File: config.mk
export PLATFORM = sky130hd
export DESIGN_NAME = uart_tx_engine
export DESIGN_NICKNAME = d
export VERILOG_FILES = /design/src/rtl/uart_pkg.sv /design/src/rtl/uart_tx_fifo.sv /design/src/rtl/uart_tx_engine.sv
export SDC_FILE = /design/constraint.sdc
export NUM_CORES = 1
export LEC_CHECK = 0
export CAP_MARGIN = 25
export CORE_ASPECT_RATIO = 2
export CORE_MARGIN = 2
export CORE_UTILIZATION = 45
export DETAILED_ROUTE_END_ITERATION = 6
export PLACE_DENSITY = 0.72
export SYNTH_ARGS = -nofsm -noshare
export SYNTH_HDL_FRONTEND = slang
export SYNTH_HIERARCHICAL = 1
export SYNTH_SLANG_ARGS = --single-unit
export TNS_END_PERCENT = 5
File: constraint.sdc
create_clock -name PCLK -period 7.2 [get_ports PCLK]
set_clock_uncertainty 0.2 [all_clocks]
set_input_delay 0.72 -clock PCLK [delete_from_list [all_inputs] [get_ports PCLK]]
set_output_delay 0.72 -clock PCLK [all_outputs]
set_load 0.05 [all_outputs]
File: src/rtl/uart_pkg.sv
// rtl/uart_pkg.sv - shared types and constants for the UART transmit path
package uart_pkg;

  typedef enum logic [1:0] {
    IDLE  = 2'd0,
    START = 2'd1,
    DATA  = 2'd2,
    STOP  = 2'd3
  } tx_state_t;

  localparam int OVERSAMPLE = 16;
  localparam int STOP_BITS  = 1;

  // Bit positions in the register block's ctrl and status words
  localparam int CTRL_TX_EN         = 0;
  localparam int CTRL_TX_INT_EN     = 2;
  localparam int CTRL_TX_OVR_INT_EN = 4;
  localparam int CTRL_HS_TEST       = 6;
  localparam int STAT_TX_FULL       = 0;
  localparam int STAT_TX_OVERRUN    = 2;

endpackage

File: src/rtl/uart_tx_fifo.sv
// rtl/uart_tx_fifo.sv - synchronous first-word-fall-through FIFO for TX bytes
module uart_tx_fifo #(
  parameter int DATA_W = 8,
  parameter int DEPTH  = 4
) (
  input  logic                     PCLK,
  input  logic                     PRESET,
  input  logic                     push,
  input  logic                     pop,
  input  logic [DATA_W-1:0]        wdata,
  output logic [DATA_W-1:0]        rdata,
  output logic                     full,
  output logic                     empty,
  output logic [$clog2(DEPTH):0]   count
);

  localparam int AW = $clog2(DEPTH);

  logic [DATA_W-1:0] mem [DEPTH];
  logic [AW:0]       wptr;
  logic [AW:0]       rptr;
  logic              do_push;
  logic              do_pop;

  // A push into a full FIFO is legal when a pop frees a slot in the same cycle
  assign do_pop  = pop & ~empty;
  assign do_push = push & (~full | do_pop);

  always_ff @(posedge PCLK) begin
    if (PRESET) begin
      wptr <= '0;
      rptr <= '0;
    end else begin
      if (do_push) wptr <= wptr + (AW+1)'(1);
      if (do_pop)  rptr <= rptr + (AW+1)'(1);
    end
  end

  always_ff @(posedge PCLK) begin
    if (do_push) mem[wptr[AW-1:0]] <= wdata;
  end

  assign rdata = mem[rptr[AW-1:0]];
  assign count = wptr - rptr;
  assign empty = (wptr == rptr);
  assign full  = (wptr[AW] != rptr[AW]) && (wptr[AW-1:0] == rptr[AW-1:0]);

endmodule

File: src/rtl/uart_tx_engine.sv
// rtl/uart_tx_engine.sv - FIFO-fed 8N1 UART transmitter with divisor-driven bit timing
module uart_tx_engine
  import uart_pkg::*;
#(
  parameter int DATA_W     = 8,
  parameter int CD_W       = 13,
  parameter int FIFO_DEPTH = 4
) (
  input  logic              PCLK,
  input  logic              PRESET,
  input  logic              tx_wr,
  input  logic [DATA_W-1:0] tx_data,
  input  logic [CD_W-1:0]   cd,
  input  logic              tx_en,
  input  logic              tx_int_en,
  input  logic              tx_ovr_int_en,
  input  logic              hs_test,
  input  logic              ovr_clr,
  output logic              txd,
  output logic              tx_ack,
  output logic              tx_done,
  output logic              tx_full,
  output logic              tx_overrun,
  output logic              tx_irq,
  output logic              tx_busy
);

  localparam int OS_W  = $clog2(OVERSAMPLE);
  localparam int BIT_W = $clog2(DATA_W);
  localparam int CNT_W = $clog2(FIFO_DEPTH) + 1;
  localparam logic [OS_W-1:0]  OS_LAST   = OS_W'(OVERSAMPLE - 1);
  localparam logic [BIT_W-1:0] DATA_LAST = BIT_W'(DATA_W - 1);
  localparam logic [BIT_W-1:0] STOP_LAST = BIT_W'(STOP_BITS - 1);

  tx_state_t         state, state_d;
  logic              wr_q, push_req, accept, pop;
  logic [DATA_W-1:0] fifo_rdata, shift;
  logic              fifo_full, fifo_empty;
  logic [CNT_W-1:0]  fifo_count;
  logic [CD_W-1:0]   cd_lat, div_lim, div_cnt;
  logic [OS_W-1:0]   os_cnt;
  logic [BIT_W-1:0]  bit_cnt;
  logic              div_wrap, tick, bit_end, done_evt, done_q;

  assign push_req = tx_wr & ~wr_q;
  assign accept   = push_req & (~fifo_full | pop);
  assign div_lim  = (cd_lat == '0) ? CD_W'(1) : cd_lat;
  assign div_wrap = (div_cnt == div_lim - CD_W'(1));
  assign tick     = hs_test | div_wrap;
  assign bit_end  = tick & (os_cnt == OS_LAST);

  uart_tx_fifo #(.DATA_W(DATA_W), .DEPTH(FIFO_DEPTH)) u_fifo (
    .PCLK   (PCLK),
    .PRESET (PRESET),
    .push   (push_req),
    .pop    (pop),
    .wdata  (tx_data),
    .rdata  (fifo_rdata),
    .full   (fifo_full),
    .empty  (fifo_empty),
    .count  (fifo_count)
  );

  always_ff @(posedge PCLK) begin
    if (PRESET) state <= IDLE;
    else        state <= state_d;
  end

  always_comb begin
    state_d  = state;
    pop      = 1'b0;
    done_evt = 1'b0;
    case (state)
      IDLE: if (tx_en && !fifo_empty) begin
        pop     = 1'b1;
        state_d = START;
      end
      START: if (bit_end) state_d = DATA;
      DATA:  if (bit_end && bit_cnt == DATA_LAST) state_d = STOP;
      STOP: if (bit_end && bit_cnt == STOP_LAST) begin
        done_evt = 1'b1;
        // Chain straight into the next start bit so queued bytes leave without a gap
        if (tx_en && !fifo_empty) begin
          pop     = 1'b1;
          state_d = START;
        end else begin
          state_d = IDLE;
        end
      end
      default: state_d = IDLE;
    endcase
  end

  always_ff @(posedge PCLK) begin
    if (PRESET) begin
      shift   <= '0;
      cd_lat  <= '0;
      div_cnt <= '0;
      os_cnt  <= '0;
      bit_cnt <= '0;
    end else if (pop) begin
      shift   <= fifo_rdata;
      cd_lat  <= cd;
      div_cnt <= '0;
      os_cnt  <= '0;
      bit_cnt <= '0;
    end else if (state != IDLE) begin
      div_cnt <= div_wrap ? '0 : div_cnt + CD_W'(1);
      if (tick) os_cnt <= os_cnt + OS_W'(1);
      if (bit_end && state != START) begin
        bit_cnt <= (state == DATA && bit_cnt == DATA_LAST) ? '0 : bit_cnt + BIT_W'(1);
        if (state == DATA) shift <= shift >> 1;
      end
    end
  end

  // Outputs follow the state register by one cycle, so txd and tx_done stay aligned
  always_ff @(posedge PCLK) begin
    if (PRESET) begin
      wr_q       <= 1'b0;
      txd        <= 1'b1;
      tx_ack     <= 1'b0;
      done_q     <= 1'b0;
      tx_done    <= 1'b0;
      tx_overrun <= 1'b0;
      tx_irq     <= 1'b0;
      tx_busy    <= 1'b0;
    end else begin
      wr_q    <= tx_wr;
      tx_ack  <= accept;
      done_q  <= done_evt;
      tx_done <= done_q;
      tx_busy <= (state != IDLE);
      if (state == START)     txd <= 1'b0;
      else if (state == DATA) txd <= shift[0];
      else                    txd <= 1'b1;
      if (push_req && !accept) tx_overrun <= 1'b1;
      else if (ovr_clr)        tx_overrun <= 1'b0;
      tx_irq <= (tx_int_en && fifo_count == '0 && state == IDLE) ||
                (tx_ovr_int_en && tx_overrun);
    end
  end

  assign tx_full = fifo_full;

endmodule

# [Yosys cells after proc, flatten, opt, wreduce, memory -nomap -nowiden]
# Memory sizes are Yosys's and may differ from the RTL's. A register that Yosys moved wholly into a read port is not among the register bits.
# Cells that the tools add are included.
[word_totals] ff_bits=57 ram_bits=32 n_memories=1 input_bits=29
[mem_list] memory="u_fifo.mem" depth=4 word_bits=8 rd=1 rd_clocked_by_memory_dff=1 wr=1 line_no="uart_tx_fifo.sv:19" rtl="logic [DATA_W-1:0] mem [DEPTH];"
[classes] n_eq_ne=14 addsub=7 mux=25 reduce_logical=28 n_bitwise=12
[op_table] op="two-way mux 8 bit" count=4
[op_table] op="two-way mux 13 bit" count=2
[op_table] op="adder 13 x 1 -> 13 bit, second input constant" count=1
[op_table] op="equality test 13 bit" count=1
[op_table] op="logical NOT 13 bit" count=1
[op_table] op="subtractor 13 x 1 -> 13 bit, second input constant" count=1
[op_table] op="two-way mux 2 bit" count=6
[op_table] op="logical AND 1 bit" count=10
[op_table] op="two-way mux 1 bit" count=10
[op_table] op="nonzero test 2 bit" count=5
[op_table] op="adder 3 x 1 -> 3 bit, second input constant" count=3
[op_table] op="inequality test 2 bit, second input constant" count=4
[op_table] op="case mux 2 bit (4 select lines)" count=1
[op_table] op="logical NOT 3 bit" count=2
[op_table] op="AND 1 bit" count=5
[op_table] op="adder 4 x 1 -> 4 bit, second input constant" count=1
[op_table] op="equality test 2 bit, second input constant" count=2
[op_table] op="equality test 4 bit, second input constant" count=1
[op_table] op="inverter 1 bit" count=4
[op_table] op="AND reduction 2 bit" count=2
[op_table] op="AND reduction 4 bit" count=1
[op_table] op="OR reduction 2 bit" count=2
[op_table] op="equality test 3 bit" count=1
[op_table] op="equality test 3 bit, second input constant" count=1
[op_table] op="other kinds (12)" count=15

# [Logic depth before layout (Yosys ltp)]
# Gate-level depths: netlist of the first run.
[depth] depth_word=14 mapped_depth=16

# [Modules after synthesis]
# Netlist of the first run, hierarchy kept.
[modules_own_cells] mod="uart_tx_engine" area_per_inst_um2=2790.2 n_inst=1 cells_each=317 seq_area_each_um2=1021.0
[modules_own_cells] mod="uart_tx_fifo" area_per_inst_um2=1670.4 n_inst=1 cells_each=97 seq_area_each_um2=1121.1

# [Least setup slack after synthesis of the first run]
# No wires, ideal clock.
[synth_path] path_kind="register -> register" from="register cd_lat[6]" to="memory u_fifo.mem[2][0], enable pin" synth_period_minus_slack_ps=4644 arrival_ps=4113 stages_incl_launch_ff=17 setup_slack_ps=2556 cell_sequence="dfxtp_1 > clkbuf_1 > nor4_1 > a41oi_1 > ha_1 > or3b_1 > buf_2 > or4_1 > o32a_1 > a22o_1 > or4_1 > a211o_1 > buf_6 > buf_2 > inv_2 > o31a_1 > and2_1"
[synth_between] elab_chain_cells=14
[synth_rtl] element="from (decl)" line_no="uart_tx_engine.sv:40" rtl="logic [CD_W-1:0] cd_lat, div_lim, div_cnt;"
[synth_rtl] element="from (signal assigned)" line_no="uart_tx_engine.sv:97" rtl="cd_lat <= '0;"
[synth_rtl] element="from (signal assigned)" line_no="uart_tx_engine.sv:103" rtl="cd_lat <= cd;"
[synth_rtl] element="logical NOT 13 bit" line_no="uart_tx_engine.sv:47" rtl="assign div_lim = (cd_lat == '0) ? CD_W'(1) : cd_lat;"
[synth_rtl] element="two-way mux 13 bit (*)" line_no="uart_tx_engine.sv:47"
[synth_rtl] element="subtractor 13 x 1 -> 13 bit (*)" line_no="uart_tx_engine.sv:48" rtl="assign div_wrap = (div_cnt == div_lim - CD_W'(1));"
[synth_rtl] element="equality test 13 bit (*)" line_no="uart_tx_engine.sv:48"
[synth_rtl] element="OR 1 bit (*)" line_no="uart_tx_engine.sv:49" rtl="assign tick = hs_test | div_wrap;"
[synth_rtl] element="AND 1 bit (*)" line_no="uart_tx_engine.sv:50" rtl="assign bit_end = tick & (os_cnt == OS_LAST);"
[synth_rtl] element="logical AND 1 bit (*)" line_no="uart_tx_engine.sv:80" rtl="STOP: if (bit_end && bit_cnt == STOP_LAST) begin"
[synth_rtl] element="two-way mux 1 bit (*)" line_no="uart_tx_engine.sv:80"
[synth_rtl] element="case mux 1 bit (2 select lines) (*)" line_no="uart_tx_engine.sv:73" rtl="case (state)"
[synth_rtl] element="named net pop" line_no="uart_tx_engine.sv:36" rtl="logic wr_q, push_req, accept, pop;"
[synth_rtl] element="AND 1 bit (*)" line_no="uart_tx_fifo.sv:26" rtl="assign do_pop = pop & ~empty;"
[synth_rtl] element="OR 1 bit (*)" line_no="uart_tx_fifo.sv:27" rtl="assign do_push = push & (~full | do_pop);"
[synth_rtl] element="AND 1 bit (*)" line_no="uart_tx_fifo.sv:27"
[synth_rtl] element="two-way mux 1 bit (*)" line_no="uart_tx_fifo.sv:40" rtl="if (do_push) mem[wptr[AW-1:0]] <= wdata;"
[synth_rtl] element="two-way mux 1 bit (not written as such) (*)" line_no="uart_tx_fifo.sv:40"
[synth_rtl] element="to (decl)" line_no="uart_tx_fifo.sv:19"
# The timed path passes the listed nets; every way through them passes the cells marked *.

# [Worst setup path after layout of the first run]
[layout_path] from="register cd_lat[9]" to="memory u_fifo.mem[1][2], enable pin"
# Same word-level chain as after synthesis.

==> run_results.csv, run 1 <==
group,metric,value,unit
status,status,"finished clean",
final_layout,instances_no_fill,579,
power,power.share.sequential,0.386,
global_route,grt_antenna_before_repair,0,
global_route,grt-ovfl-total,0,
hold_path,hold_path.class,"reg2reg",
clock_tree,clkLatencyLatePin,340,ps
routing,routed_wl,9340,um
yosys,yosysSeqAreaShare,0.480,
clock_tree,cts-buffers-inserted,9,
power,p_per_area,309,mW/mm^2
final_layout,diodes,0,
power,irDropWorstVdd,0.000267,V
floorplan,core,0.00970,mm^2
timing,final_max_slew_viol_count,0,
setup_path,cp-start-kind,"register",
setup_path,critPathBufInv,1,
power,cellInternalPower,1.10,mW
timing,fin_crit_sh,0.658,
clock_tree,cts-htree-levels,3,
yosys,yosysWarnings,6,
setup_path,path_common_cell,"or4_1",
run,drv_cap,0,
placed_design,placedCellCount,563,
final_layout,final_nets,489,
final_layout,synthToLayoutAreaGrowth,16.9,%
setup_path,worst_path_largest_cell_delay,530,ps
setup_path,critPathRequiredTime,7010,ps
power,switchingPower,517,uW
clock_tree,cts-resized-gates,0,
clock_tree,cts.sink_count,91,
global_route,grtUsageTotal,0.187,
setup_path,critical_path_class,"reg2reg",
placed_design,post-place-ws,2480,ps
yosys,synth_area,0.00446,mm^2
routing,vias,3097,
setup_path,worstPathArrival,4540,ps
yosys,synth_seq_cells,91,
power,clock_power_share,0.327,
power,swShare,0.320,
yosys,netlist.top_cell.by_area,"dfxtp_1",
placed_design,hpwlAfterDp,7010,um
clock_tree,post_cts_buffers,0,
timing,slew_headroom,0.525,
floorplan,ios,36,
power,power_frac_comb,0.287,
floorplan,die_h,145,um
timing,max_freq,0.211,GHz
clock_tree,cts_buffer_depth,2,
setup_path,slowest_stage,"or4_1",
yosys,synthTopCellsByArea,"dfxtp_1 26%, edfxtp_1 22%, mux2i_1 5.4%",
timing,setup_tns,0,ps
global_route,first_global_vias,3140,
global_route,grt_pass1_wl,14900,um
yosys,avgSynthCellArea,10.8,um^2
floorplan,die_w,74.4,um
routing,dr.pass1.iters,4,
final_layout,fin_util,0.538,
global_route,grt_max_degree,34,
setup_path,crit_family,"simple AND/OR/NAND/NOR gates",
timing,fin_ws,2460,ps
yosys,synthArstFlopShare,0,
clock_tree,hold_buffers,0,
floorplan,dieArea,0.0108,mm^2
timing,rsz0062_at_grt,"no",
yosys,synth_edf_count,32,
timing,setup_viol,0,
routing,drt-initial-drc-count,139,
routing,wl_per_cell,16.1,um
timing,hold_viol,0,
timing,min_period,4740,ps
yosys,syn-instance-count,414,
placed_design,port_buffers,35,
routing,ant_nets,0,
timing,tightestPinTransition,713,ps
setup_path,crit_chain,"nor4_1 -> a41oi_1 -> ha_1 -> or3b_1 -> or4_1 -> o32a_1 -> a22o_1 -> or4_1 -> a211o_1 -> inv_2 -> o31a_1 -> and2_1",
yosys,syn_nets,461,
yosys,synth_cell_type_count,62,
routing,post_drt_via_cell_ratio,5.35,
floorplan,row_count,51,
setup_path,endpoint_kind,"register",
timing,hold_slack,235,ps
setup_path,path_max_fanout,8,
yosys,synth_top_cell_area_share,0.265,
clock_tree,tritoncts,"done",
power,p_leak,2.05,nW
yosys,synthFlopType,"dfxtp_1",
clock_tree,root_buffer,"clkbuf_16",
final_layout,drive_gt1_frac,0.0805,
placed_design,gp_congestion,0.972,
clock_tree,clk_pin_slew_worst_paths,70,ps
floorplan,start_util,0.460,
routing,route.detailed.drc,0,
==> flip-flops by register name, indices dropped and copies added (netlist names), 2 cells and up, named ones only <==
register	cells
bit_cnt	3
u_fifo/wptr	3
os_cnt	4
u_fifo/rptr	3
cd_lat	13
u_fifo/mem	32
div_cnt	13
state	2
shift	8
==> cells in the mapped netlist (all sizes together), types with 2 or more instances <==
cell type	n
nand4	4
nor3	4
mux2i	24
dfxtp	59
o21a	4
buf	11
o31a	2
nor3b	3
xor2	15
nand2b	4
mux4	8
clkbuf	9
o211ai	3
edfxtp	32
nor2b	9
and3	7
xnor2	16
ha	17
or3	2
o31ai	2
a211o	4
nand3b	3
nand3	8
o21ai	12
nand2	17
inv	22
and2	4
a21oi	14
nor4b	3
o41ai	2
nor4	8
nor2	49
a31oi	2
or4	6
mux2	6
==> worst register-to-register path: stages (launching register included) <==
cell,delay (ps)
dfxtp_1,470
nor4_1,160
a41oi_1,300
ha_1,240
or3b_1,460
or4_1,500
o32a_1,190
a22o_1,250
or4_1,530
a211o_1,320
inv_2,120
o31a_1,260
and2_1,390
==> stage by stage <==
stage	power [mW]	area, um^2
4_1_cts	1.62	5220
3_5_place_dp	1.10	4880
2_1_floorplan	0.993	4460
5_1_grt	1.70	5220
6_report	1.61	5220
3_3_place_gp	1.09	4880
==> cells by family (layout without fill, tap and decap cells) <==
kind of cell    count (synthesis)  after routing  synth area share
flops                          91             91             0.480
buf+inv                        42             75            0.0435
compound gates                 59             59            0.0943
fa+ha+maj                      18             18            0.0522
xor+xnor                       32             32            0.0659
simple gates                  134            134             0.154
mux                            38             38             0.110
==> metal layers <==
layer / up-vias / GRT usage / part of all wire
li1: 1541 / - / -
met5: - / 0 / 0
met4: 0 / 0.111 / 0.048
met3: 24 / 0.0312 / 0.033
met1: 1456 / 0.173 / 0.34
met2: 76 / 0.361 / 0.58
==> final timing paths <==
| kind | startpoint | depth (start not counted) | slack [ps] | to |
|---|---|---|---|---|
| hold reg to reg | wr_q$_SDFF_PP0_ | 1 | 240 | tx_ack$_SDFF_PP0_ |
| setup reg to reg | cd_lat[9]$_SDFFE_PP0P_ | 12 | 2460 | u_fifo/mem[1][2]$_DFFE_PP_ |
| hold / removal | wr_q$_SDFF_PP0_ | 1 | 240 | tx_ack$_SDFF_PP0_ |
| setup / recovery | cd_lat[9]$_SDFFE_PP0P_ | 12 | 2460 | u_fifo/mem[1][2]$_DFFE_PP_ |
==> power by group through the flow <==
stage	combinational [mW]	clock [mW]	sequential, mW
6_report	0.463	0.528	0.623
5_1_grt	0.513	0.558	0.628
4_1_cts	0.464	0.538	0.622
3_5_place_dp	0.462	0	0.634
3_3_place_gp	0.456	0	0.631
2_1_floorplan	0.361	0	0.633
==> cell usage in the layout, fill, tap and decap left out, types with 9 or more instances in the layout <==
cell / netlist / final
ha_1: 17 / 17
clkbuf_16: 0 / 9
inv_1: 21 / 21
nand2_1: 17 / 17
xor2_1: 15 / 15
nor2_1: 49 / 49
mux2i_1: 24 / 24
dfxtp_1: 59 / 59
o21ai_1: 9 / 9
nor2b_1: 9 / 9
a21oi_1: 14 / 14
xnor2_1: 16 / 16
clkdlybuf4s50_1: 0 / 35
edfxtp_1: 32 / 32
==> cell type report <==
class | instances | area (um^2)
flip-flops and latches | 91 | 2140
inverters | 22 | 82.6
well taps | 132 | 165
multi-input cells | 281 | 2120
repair buffers | 37 | 365
clock buffers | 9 | 225
clock inverters | 7 | 111
fillers | 879 | 4480
Note: power is estimated with default switching activity, not from simulation.
==> run 2: changes to the inputs <==
PLACE_DENSITY = 0.75   (was 0.72)
clock period = 4.3 ns   (was 7.2 ns; I/O delays follow)
==> run 2 against run 1 <==
Against the previous run: utilization is 1.6 points higher; total power is 68% higher; die area stayed put; wire length is 1.8% higher; hold slack better by 15 ps; cell count is 2.9% higher; first-iteration DRC count is 47% higher; maximum frequency is 14% higher; critical path depth stayed put; clock power is 53% higher.
==> run_results.csv, run 2 (same netlist as run 1, synthesis figures left out) <==
group,metric,value,unit
status,status,"finished clean",
setup_path,crit_chain,"inv_1 -> a41oi_2 -> ha_2 -> or3b_4 -> or4_1 -> o32a_1 -> a22o_1 -> or4_1 -> a211o_1 -> inv_4 -> o31a_1 -> and2_4",
clock_tree,cts-htree-levels,3,
hold_path,hold_path.class,"reg2reg",
run,drv_cap,0,
setup_path,worstPathArrival,3990,ps
setup_path,critical_path_class,"reg2reg",
final_layout,fin_util,0.554,
setup_path,path_max_fanout,8,
final_layout,synthToLayoutAreaGrowth,20.5,%
placed_design,hpwlAfterDp,7200,um
global_route,grt-ovfl-total,0,
setup_path,cp.depth,12,
timing,hold_slack,250,ps
timing,tightestPinTransition,680,ps
global_route,first_global_vias,3285,
timing,setup_tns,0,ps
timing,hold_viol,0,
routing,vias,3234,
clock_tree,tritoncts,"done",
routing,post_drt_via_cell_ratio,5.43,
timing,rsz0062_at_grt,"no",
setup_path,critPathRequiredTime,4150,ps
placed_design,port_buffers,35,
final_layout,final_nets,506,
final_layout,drive_gt1_frac,0.140,
floorplan,die_w,74.4,um
setup_path,endpoint_kind,"register",
clock_tree,clk_pin_slew_worst_paths,70,ps
floorplan,dieArea,0.0108,mm^2
final_layout,largest_register_ffs,32,
floorplan,start_util,0.460,
clock_tree,root_buffer,"clkbuf_16",
timing,slew_headroom,0.547,
floorplan,core,0.00970,mm^2
floorplan,row_count,51,
setup_path,slowest_stage,"or4_1",
placed_design,gp_congestion,0.876,
timing,min_period,4140,ps
routing,route.detailed.drc,0,
routing,drt-initial-drc-count,204,
clock_tree,clkLatencyLatePin,340,ps
clock_tree,hold_buffers,0,
global_route,grt_max_degree,34,
setup_path,cp-start-kind,"register",
floorplan,ios,36,
setup_path,worst_path_largest_cell_delay,550,ps
final_layout,final_common_cell,"dfxtp_1",
global_route,grt_pass1_wl,15400,um
power,p_per_area,504,mW/mm^2
timing,final_max_slew_viol_count,0,
power,irDropWorstVdd,0.000364,V
clock_tree,cts_buffer_depth,2,
routing,routed_wl,9510,um
placed_design,placedCellCount,579,
clock_tree,cts.sink_count,91,
hold_path,hold_depth,1,
timing,max_freq,0.241,GHz
global_route,grtUsageTotal,0.193,
setup_path,r2r_cells,12,
setup_path,critPathBufInv,2,
setup_path,crit_family,"simple AND/OR/NAND/NOR gates",
timing,fin_crit_sh,0.963,
routing,dr.pass1.iters,5,
setup_path,path_common_cell,"or4_1",
final_layout,most-common-layout-cells,"55 x dfxtp_1, 49 x nor2_1, 35 x clkdlybuf4s50_1, 32 x edfxtp_1, 24 x mux2i_1",
routing,wl_per_cell,16.0,um
floorplan,die_h,145,um
routing,ant_nets,0,
final_layout,diodes,0,
final_layout,instances_no_fill,596,
power,p_leak,2.15,nW
clock_tree,cts-buffers-inserted,9,
power,totalPowerFinal,2.71,mW
timing,setup_viol,0,
global_route,grt_antenna_before_repair,0,
==> run 2: cell count changes in the layout (fill, tap and decap cells not counted), moves of 2 or more <==
cell / previous run / this run
dfxtp_2: 0 / 4
and2_4: 0 / 3
and2_1: 4 / 1
dfxtp_1: 59 / 55
buf_4: 2 / 19
nor4_1: 8 / 6
==> run 2: through the flow <==
stage / instance area (um^2) / worst slack, ps
4_1_cts: 5360 / 72.7
5_1_grt: 5370 / 5.90
2_1_floorplan: 4560 / 42.2
6_report: 5370 / 157
3_3_place_gp: 5050 / 171
3_5_place_dp: 5050 / 91.4
==> run 2: final timing paths <==
path,from,end,slack (ps)
max,cd_lat[8]$_SDFFE_PP0P_,u_fifo/mem[1][1]$_DFFE_PP_,160
min,wr_q$_SDFF_PP0_,tx_ack$_SDFF_PP0_,250
max reg2reg,cd_lat[8]$_SDFFE_PP0P_,u_fifo/mem[1][1]$_DFFE_PP_,160
min reg2reg,wr_q$_SDFF_PP0_,tx_ack$_SDFF_PP0_,250
==> run 2: where the power goes <==
group	leakage [nW]	internal [mW]	switching [mW]
logic	1.22	0.396	0.479
clock network	0.148	0.463	0.343
registers	0.773	0.970	0.0589
total	2.15	1.83	0.881
==> run 2: repair_timing <==
item,in CTS,in global routing
endpoints found under the setup margin,0,26
buffers inserted,0,1
hold endpoints to repair,0,0
gates resized for setup,0,3
==> run 2: cell type report <==
type,instances,area (um^2)
tap,132,165
sequential,91,2150
timing repair buffer,54,493
multi-input combinational,281,2180
clock inverter,6,77.6
fill,852,4330
inverter,22,85.1
clock buffer,10,229
==> run 2: per-layer routing <==
layer,track usage,routed length (um)
met5,0,0
met3,0.0416,373
met1,0.178,3180
met4,0.0968,323
met2,0.375,5630
==> run 3: changes to the inputs <==
CAP_MARGIN = 20   (was 25)
==> results of run 3 <==
Final layout, timing and power as in run 2 (identical DEF).
